### src/rtl/adsb_squitter_encoder.sv
// ADS-B extended squitter transmit encoder.
// Takes one 112-bit squitter per input transfer and streams the 64 MSps
// pulse-position magnitude waveform: a 16-chip preamble followed by
// 112 Manchester-coded bits, 32 samples per chip, 7680 samples per frame.
// Optional build macro ADSB_ENC_CRC_EN: transmit only the 88-bit payload from
// the input and append an internally generated CRC-24 parity field.
`timescale 1ns/1ps

module adsb_squitter_encoder #(
    parameter int SQUITTER_LENGTH        = 112,
    parameter int CHIP_LENGTH            = 32,
    parameter int PREAMBLE_CHIPS         = 16,
    parameter int C_S00_AXIS_TDATA_WIDTH = SQUITTER_LENGTH,
    parameter int C_M00_AXIS_TDATA_WIDTH = 32
) (
    input  logic                              s00_axis_aclk,
    input  logic                              s00_axis_aresetn,
    input  logic                              s00_axis_tvalid,
    output logic                              s00_axis_tready,
    input  logic [C_S00_AXIS_TDATA_WIDTH-1:0] s00_axis_tdata,
    output logic                              m00_axis_tvalid,
    input  logic                              m00_axis_tready,
    output logic [C_M00_AXIS_TDATA_WIDTH-1:0] m00_axis_tdata,
    output logic                              m00_axis_tlast,
    input  logic [C_M00_AXIS_TDATA_WIDTH-1:0] tx_amplitude,
    output logic                              busy
);

    localparam int SW = $clog2(CHIP_LENGTH);
    localparam int CW = $clog2(PREAMBLE_CHIPS);
    localparam int BW = $clog2(SQUITTER_LENGTH);

    localparam logic [SW-1:0] SAMPLE_LAST = SW'(CHIP_LENGTH - 1);
    localparam logic [CW-1:0] CHIP_LAST   = CW'(PREAMBLE_CHIPS - 1);
    localparam logic [BW-1:0] BIT_LAST    = BW'(SQUITTER_LENGTH - 1);

`ifdef ADSB_ENC_CRC_EN
    localparam logic [BW-1:0] PAYLOAD_BITS = BW'(SQUITTER_LENGTH - 24);
    localparam logic [23:0]   CRC_POLY     = 24'hFFF409;
`endif

    typedef enum logic [1:0] {IDLE, PREAMBLE, DATA} state_t;

    state_t                      state;
    logic [SQUITTER_LENGTH-1:0]  shreg;
    logic [C_M00_AXIS_TDATA_WIDTH-1:0] amp;
    logic [SW-1:0]               sample_cnt;
    logic [CW-1:0]               chip_cnt;
    logic [BW-1:0]               bit_cnt;
    logic                        half;      // 0: first chip of bit, 1: second chip
`ifdef ADSB_ENC_CRC_EN
    logic [23:0]                 crc;
    logic [23:0]                 nxt_crc;
`endif

    state_t                      nxt_state;
    logic [SQUITTER_LENGTH-1:0]  nxt_shreg;
    logic [SW-1:0]               nxt_sample;
    logic [CW-1:0]               nxt_chip;
    logic [BW-1:0]               nxt_bit;
    logic                        nxt_half;
    logic                        nxt_bitval;
    logic                        nxt_high;
    logic                        nxt_last;
    logic                        done;

    // Pulses of the preamble land on chips 0, 2, 7 and 9 (0, 1.0, 3.5, 4.5 us).
    function automatic logic preamble_high(input logic [CW-1:0] chip);
        return (chip == CW'(0)) || (chip == CW'(2)) || (chip == CW'(7)) || (chip == CW'(9));
    endfunction

    // Position of the sample that follows the one currently presented, and its level.
    always_comb begin
        nxt_state  = state;
        nxt_shreg  = shreg;
        nxt_sample = sample_cnt;
        nxt_chip   = chip_cnt;
        nxt_bit    = bit_cnt;
        nxt_half   = half;
        nxt_bitval = 1'b0;
        nxt_high   = 1'b0;
        nxt_last   = 1'b0;
        done       = 1'b0;
`ifdef ADSB_ENC_CRC_EN
        nxt_crc    = crc;
`endif
        if (sample_cnt != SAMPLE_LAST) begin
            nxt_sample = sample_cnt + 1'b1;
        end else begin
            nxt_sample = '0;
            case (state)
                PREAMBLE: begin
                    if (chip_cnt == CHIP_LAST) begin
                        nxt_state = DATA;
                        nxt_bit   = '0;
                        nxt_half  = 1'b0;
                    end else begin
                        nxt_chip = chip_cnt + 1'b1;
                    end
                end
                DATA: begin
                    if (!half) begin
                        nxt_half = 1'b1;
                    end else begin
                        nxt_half  = 1'b0;
                        nxt_shreg = shreg << 1;
`ifdef ADSB_ENC_CRC_EN
                        if (bit_cnt < PAYLOAD_BITS)
                            nxt_crc = {crc[22:0], 1'b0} ^ ((shreg[SQUITTER_LENGTH-1] ^ crc[23]) ? CRC_POLY : 24'h0);
                        else
                            nxt_crc = {crc[22:0], 1'b0};
`endif
                        if (bit_cnt == BIT_LAST)
                            done = 1'b1;
                        else
                            nxt_bit = bit_cnt + 1'b1;
                    end
                end
                default: ;
            endcase
        end
`ifdef ADSB_ENC_CRC_EN
        nxt_bitval = (nxt_bit < PAYLOAD_BITS) ? nxt_shreg[SQUITTER_LENGTH-1] : nxt_crc[23];
`else
        nxt_bitval = nxt_shreg[SQUITTER_LENGTH-1];
`endif
        if (nxt_state == PREAMBLE)
            nxt_high = preamble_high(nxt_chip);
        else
            nxt_high = nxt_half ? ~nxt_bitval : nxt_bitval;
        nxt_last = (nxt_state == DATA) && (nxt_bit == BIT_LAST) && nxt_half && (nxt_sample == SAMPLE_LAST);
    end

    // Frame sequencer: accepts a squitter, then advances one sample per output handshake.
    always_ff @(posedge s00_axis_aclk) begin
        if (!s00_axis_aresetn) begin
            state           <= IDLE;
            shreg           <= '0;
            amp             <= '0;
            sample_cnt      <= '0;
            chip_cnt        <= '0;
            bit_cnt         <= '0;
            half            <= 1'b0;
`ifdef ADSB_ENC_CRC_EN
            crc             <= '0;
`endif
            s00_axis_tready <= 1'b1;
            m00_axis_tvalid <= 1'b0;
            m00_axis_tdata  <= '0;
            m00_axis_tlast  <= 1'b0;
            busy            <= 1'b0;
        end else begin
            case (state)
                IDLE: begin
                    if (s00_axis_tvalid && s00_axis_tready) begin
                        state           <= PREAMBLE;
                        shreg           <= s00_axis_tdata;
                        amp             <= tx_amplitude;
                        sample_cnt      <= '0;
                        chip_cnt        <= '0;
                        bit_cnt         <= '0;
                        half            <= 1'b0;
`ifdef ADSB_ENC_CRC_EN
                        crc             <= '0;
`endif
                        s00_axis_tready <= 1'b0;
                        busy            <= 1'b1;
                        m00_axis_tvalid <= 1'b1;
                        // Preamble chip 0 is a pulse, so the first sample is the amplitude.
                        m00_axis_tdata  <= tx_amplitude;
                        m00_axis_tlast  <= 1'b0;
                    end
                end
                default: begin
                    if (m00_axis_tvalid && m00_axis_tready) begin
                        if (done) begin
                            state           <= IDLE;
                            sample_cnt      <= '0;
                            chip_cnt        <= '0;
                            bit_cnt         <= '0;
                            half            <= 1'b0;
                            s00_axis_tready <= 1'b1;
                            busy            <= 1'b0;
                            m00_axis_tvalid <= 1'b0;
                            m00_axis_tdata  <= '0;
                            m00_axis_tlast  <= 1'b0;
                        end else begin
                            state          <= nxt_state;
                            shreg          <= nxt_shreg;
                            sample_cnt     <= nxt_sample;
                            chip_cnt       <= nxt_chip;
                            bit_cnt        <= nxt_bit;
                            half           <= nxt_half;
`ifdef ADSB_ENC_CRC_EN
                            crc            <= nxt_crc;
`endif
                            m00_axis_tdata <= nxt_high ? amp : '0;
                            m00_axis_tlast <= nxt_last;
                        end
                    end
                end
            endcase
        end
    end

endmodule

### config.mk
export PLATFORM = sky130hd
export DESIGN_NAME = adsb_squitter_encoder
export DESIGN_NICKNAME = d
export VERILOG_FILES = /design/src/rtl/adsb_squitter_encoder.sv
export SDC_FILE = /design/constraint.sdc
export NUM_CORES = 1
export LEC_CHECK = 0
export BUFFER_PORTS_ARGS = -buffer_cell sky130_fd_sc_hd__buf_2
export CAP_MARGIN = 20
export CORE_MARGIN = 1.5
export CORE_UTILIZATION = 55
export CTS_BUF_LIST = sky130_fd_sc_hd__clkbuf_8
export DETAILED_ROUTE_END_ITERATION = 7
export MAX_ROUTING_LAYER = met4
export PLACE_DENSITY = 0.79
export SLEW_MARGIN = 40
export SYNTH_ARGS = -nofsm -noshare
export SYNTH_HDL_FRONTEND = slang
export SYNTH_SLANG_ARGS = --single-unit
export TNS_END_PERCENT = 1
### constraint.sdc
create_clock -name s00_axis_aclk -period 4.3 [get_ports s00_axis_aclk]
set_input_delay 0.86 -clock s00_axis_aclk [delete_from_list [all_inputs] [get_ports s00_axis_aclk]]
set_output_delay 0.86 -clock s00_axis_aclk [all_outputs]
set_load 0.02 [all_outputs]
==> results.yml <==
timing:
  finalSetupViolations: 0
  rsz0062_at_grt: "no"
  timing.final.crit_share_pct: 78.2
  finalMaxSlewViolations: 0
  relSlewSlack_pct: 44.6
  holdWs_ns: 0.465
  clock.fmax_mhz: 297
  finalCriticalPeriod_ns: 3.36
  clock_skew_ns: 0.0168
  worstMarginPinSlew_ns: 0.831
  hold_viol_final: 0
  tns_ns: 0
synthesis:
  synth_edf_count: 0
  synth_area_leaders: "dfxtp_1 (44%), a221oi_1 (11%), nor3b_1 (9.2%), nand2_1 (7.2%), nor2_1 (5.0%)"
  synthArstFlopShare_pct: 0
  ys_seq_area_share_pct: 43.7
  synth_top_cell_by_area: "dfxtp_1"
  syn_avg_cell_area_um2: 8.51
  yosys_warnings: 0
  syn-cell-area_um2: 9060
  ys.flop_type: "dfxtp_1"
  yosysUniqueCellTypes: 57
  yosysTopAreaCellShare_pct: 43.7
  syn_inst: 1065
  synthesis.nets: 1220
  ys_ff_latch: 198
global_routing:
  grt_max_degree: 124
  globalRouteTotalUtil_pct: 26.6
  busiest_layer: "met2"
  grt_pass1_wl_mm: 37.6
  antenna_found_initial: 2
  grt.met2_usage_pct: 41.3
  grt-ovfl-total: 0
  gr-usage-met1_pct: 34.3
  globalRouteMet3Util_pct: 5.94
  grt_pass1_vias: 7872
floorplan:
  die_h_um: 131
  core_area_um2: 16000
  die_width_um: 131
  start_util_pct: 56.6
  fp.dieArea_um2: 17300
  ios: 184
  rows: 46
place:
  dp.final_hpwl_mm: 14.1
  gp_congestion: 0.887
  io_buffers: 183
detailed_routing:
  drt.antenna.violating_nets: 0
  routed_wl_mm: 22.3
  drt-initial-drc-count: 760
  drt-wirelength-per-cell_um: 15.8
  dr.pass1.iters: 5
  drc_errors: 0
  viasPerCell: 5.92
  vias: 8371
clock_tree:
  clock_latency_ns: 0.45
  cts_setup_buffers: 0
  cts_resized: 0
  htreeDepth: 4
  cts.sinks: 198
  clockRootBuffer: "clkbuf_8"
  clk_pin_slew_ns: 0.10
  numCtsBuffers: 17
  tritoncts: "built"
  cts.hold.buffers_added: 0
  cts_buffer_depth: 2
layout:
  layout.nets: 1337
  syn_to_final_growth_pct: 15.3
  n_fill_cell: 1419
  drive_gt1_share_pct: 22.8
worst_setup_path:
  setup.worst_path.end_class: "flop"
  cp.arrival_ns: 3.68
  critPathLaunchType: "flop"
  worstSetupPathType: "reg2reg"
  cp_data_required_time_ns: 4.62
  cp_max_fo: 31
run_status:
  status: "finished, final reports clean"
hold_path:
  hold_class: "reg2reg"
power:
  power_w: 0.00399
  p_per_area_nw_per_um2: 382
  leakagePower_nw: 4.13
  ir_worst_vdd_v: 0.000225
job:
  maxCapViolCount: 0
## area by class of cell
class / count / area, um2 / area share (%)
antenna: 2 / 5.00 / 0.0479
multi-input combinational: 764 / 4720 / 45.2
timing repair buffer: 197 / 1070 / 10.3
clock inverter: 12 / 128 / 1.22
tap: 216 / 270 / 2.59
clock buffer: 20 / 275 / 2.64
sequential: 198 / 3960 / 37.9
inverter: 4 / 15.0 / 0.144
## where the power goes
part           internal [W]  total, W  switching [W]
combinational      0.000288  0.000704       0.000417
sequential          0.00199   0.00208      0.0000889
clock              0.000563   0.00120       0.000637
## synth_stat cells (all sizes together), types with 3 or more instances
library cell    n
nand3b          3
nor3b         111
o22ai           3
nor2b          16
a21oi          14
and2            4
a21boi         37
a31oi           5
inv             4
buf            25
dfxtp         198
and3            4
a221oi        110
o21ai          81
clkbuf         74
nor2          121
ha              7
nand4           6
nand3          15
a22oi          10
nor3            6
xor2            3
nand2         175
## sequential cells by signal, summed over array words and instances (netlist names)
| name | count |
|---|---|
| amp | 32 |
| bit_cnt | 7 |
| busy | 1 |
| chip_cnt | 4 |
| half | 1 |
| m00_axis_tdata | 32 |
| m00_axis_tlast | 1 |
| s00_axis_tready | 1 |
| sample_cnt | 5 |
| shreg | 112 |
| state | 2 |
## per-stage QoR
| stage | worst slack [ns] | area (um2) | utilization, % | cells |
|---|---|---|---|---|
| after floorplan | 1.73 | 9060 | - | 1065 |
| after global placement | 1.06 | 10000 | 62.6 | 1378 |
| after detailed placement | 0.989 | 10000 | 62.7 | 1379 |
| after CTS | 0.965 | 10400 | 65.3 | 1411 |
| after global routing | 0.750 | 10400 | 65.3 | 1413 |
| final | 0.936 | 10400 | 65.3 | 1413 |
## worst paths after layout
kind / from / to / slack (ns) / cells past startpoint
hold reg to reg: amp[5] / amp[5] / 0.47 / 2
setup / recovery: sample_cnt[0] / m00_axis_tdata[30] / 0.94 / 10
setup reg to reg: sample_cnt[0] / m00_axis_tdata[30] / 0.94 / 10
hold / removal: amp[5] / amp[5] / 0.47 / 2
## kinds of logic after synthesis
kind of cell / after synthesis / synth area share (%)
AND/OR/NAND/NOR: 475 / 26.3
AO/OA/AOI/OAI: 277 / 23.7
flip-flops: 198 / 43.7
buffers and inverters: 103 / 4.83
adder cells (fa/ha/maj): 7 / 0.966
XOR/XNOR: 3 / 0.290
multiplexers: 2 / 0.221
## layout by cell type (no fill, tap or decap), types with 9 or more instances in the layout
cell type | synthesis | routed
dfxtp_1 | 198 | 198
nor2_1 | 121 | 119
buf_4 | 2 | 9
a22oi_1 | 10 | 10
o21ai_0 | 50 | 50
nand3_1 | 14 | 14
o21ai_2 | 30 | 30
nor2b_1 | 16 | 16
nor3b_1 | 111 | 111
buf_2 | 16 | 182
clkbuf_8 | 0 | 20
nand2_1 | 174 | 174
a21oi_1 | 14 | 14
a21boi_0 | 37 | 37
a221oi_1 | 110 | 110
## layer usage
| layer | routed length, um | part of all wire [%] |
|---|---|---|
| met5 | 0 | 0 |
| met4 | 486 | 2.2 |
| met3 | 1460 | 6.5 |
| met2 | 10600 | 48 |
| met1 | 9720 | 44 |
## critical path, stage by stage (launching register included)
cell	delay [ns]
dfxtp_1	0.40
ha_1	0.24
and3_1	0.18
ha_1	0.44
nand2_2	0.14
or4b_4	0.54
o21a_4	0.14
and4_1	0.18
o311ai_4	0.25
buf_4	0.51
o21ai_0	0.16
No activity file was read; power rests on OpenSTA's default activity.
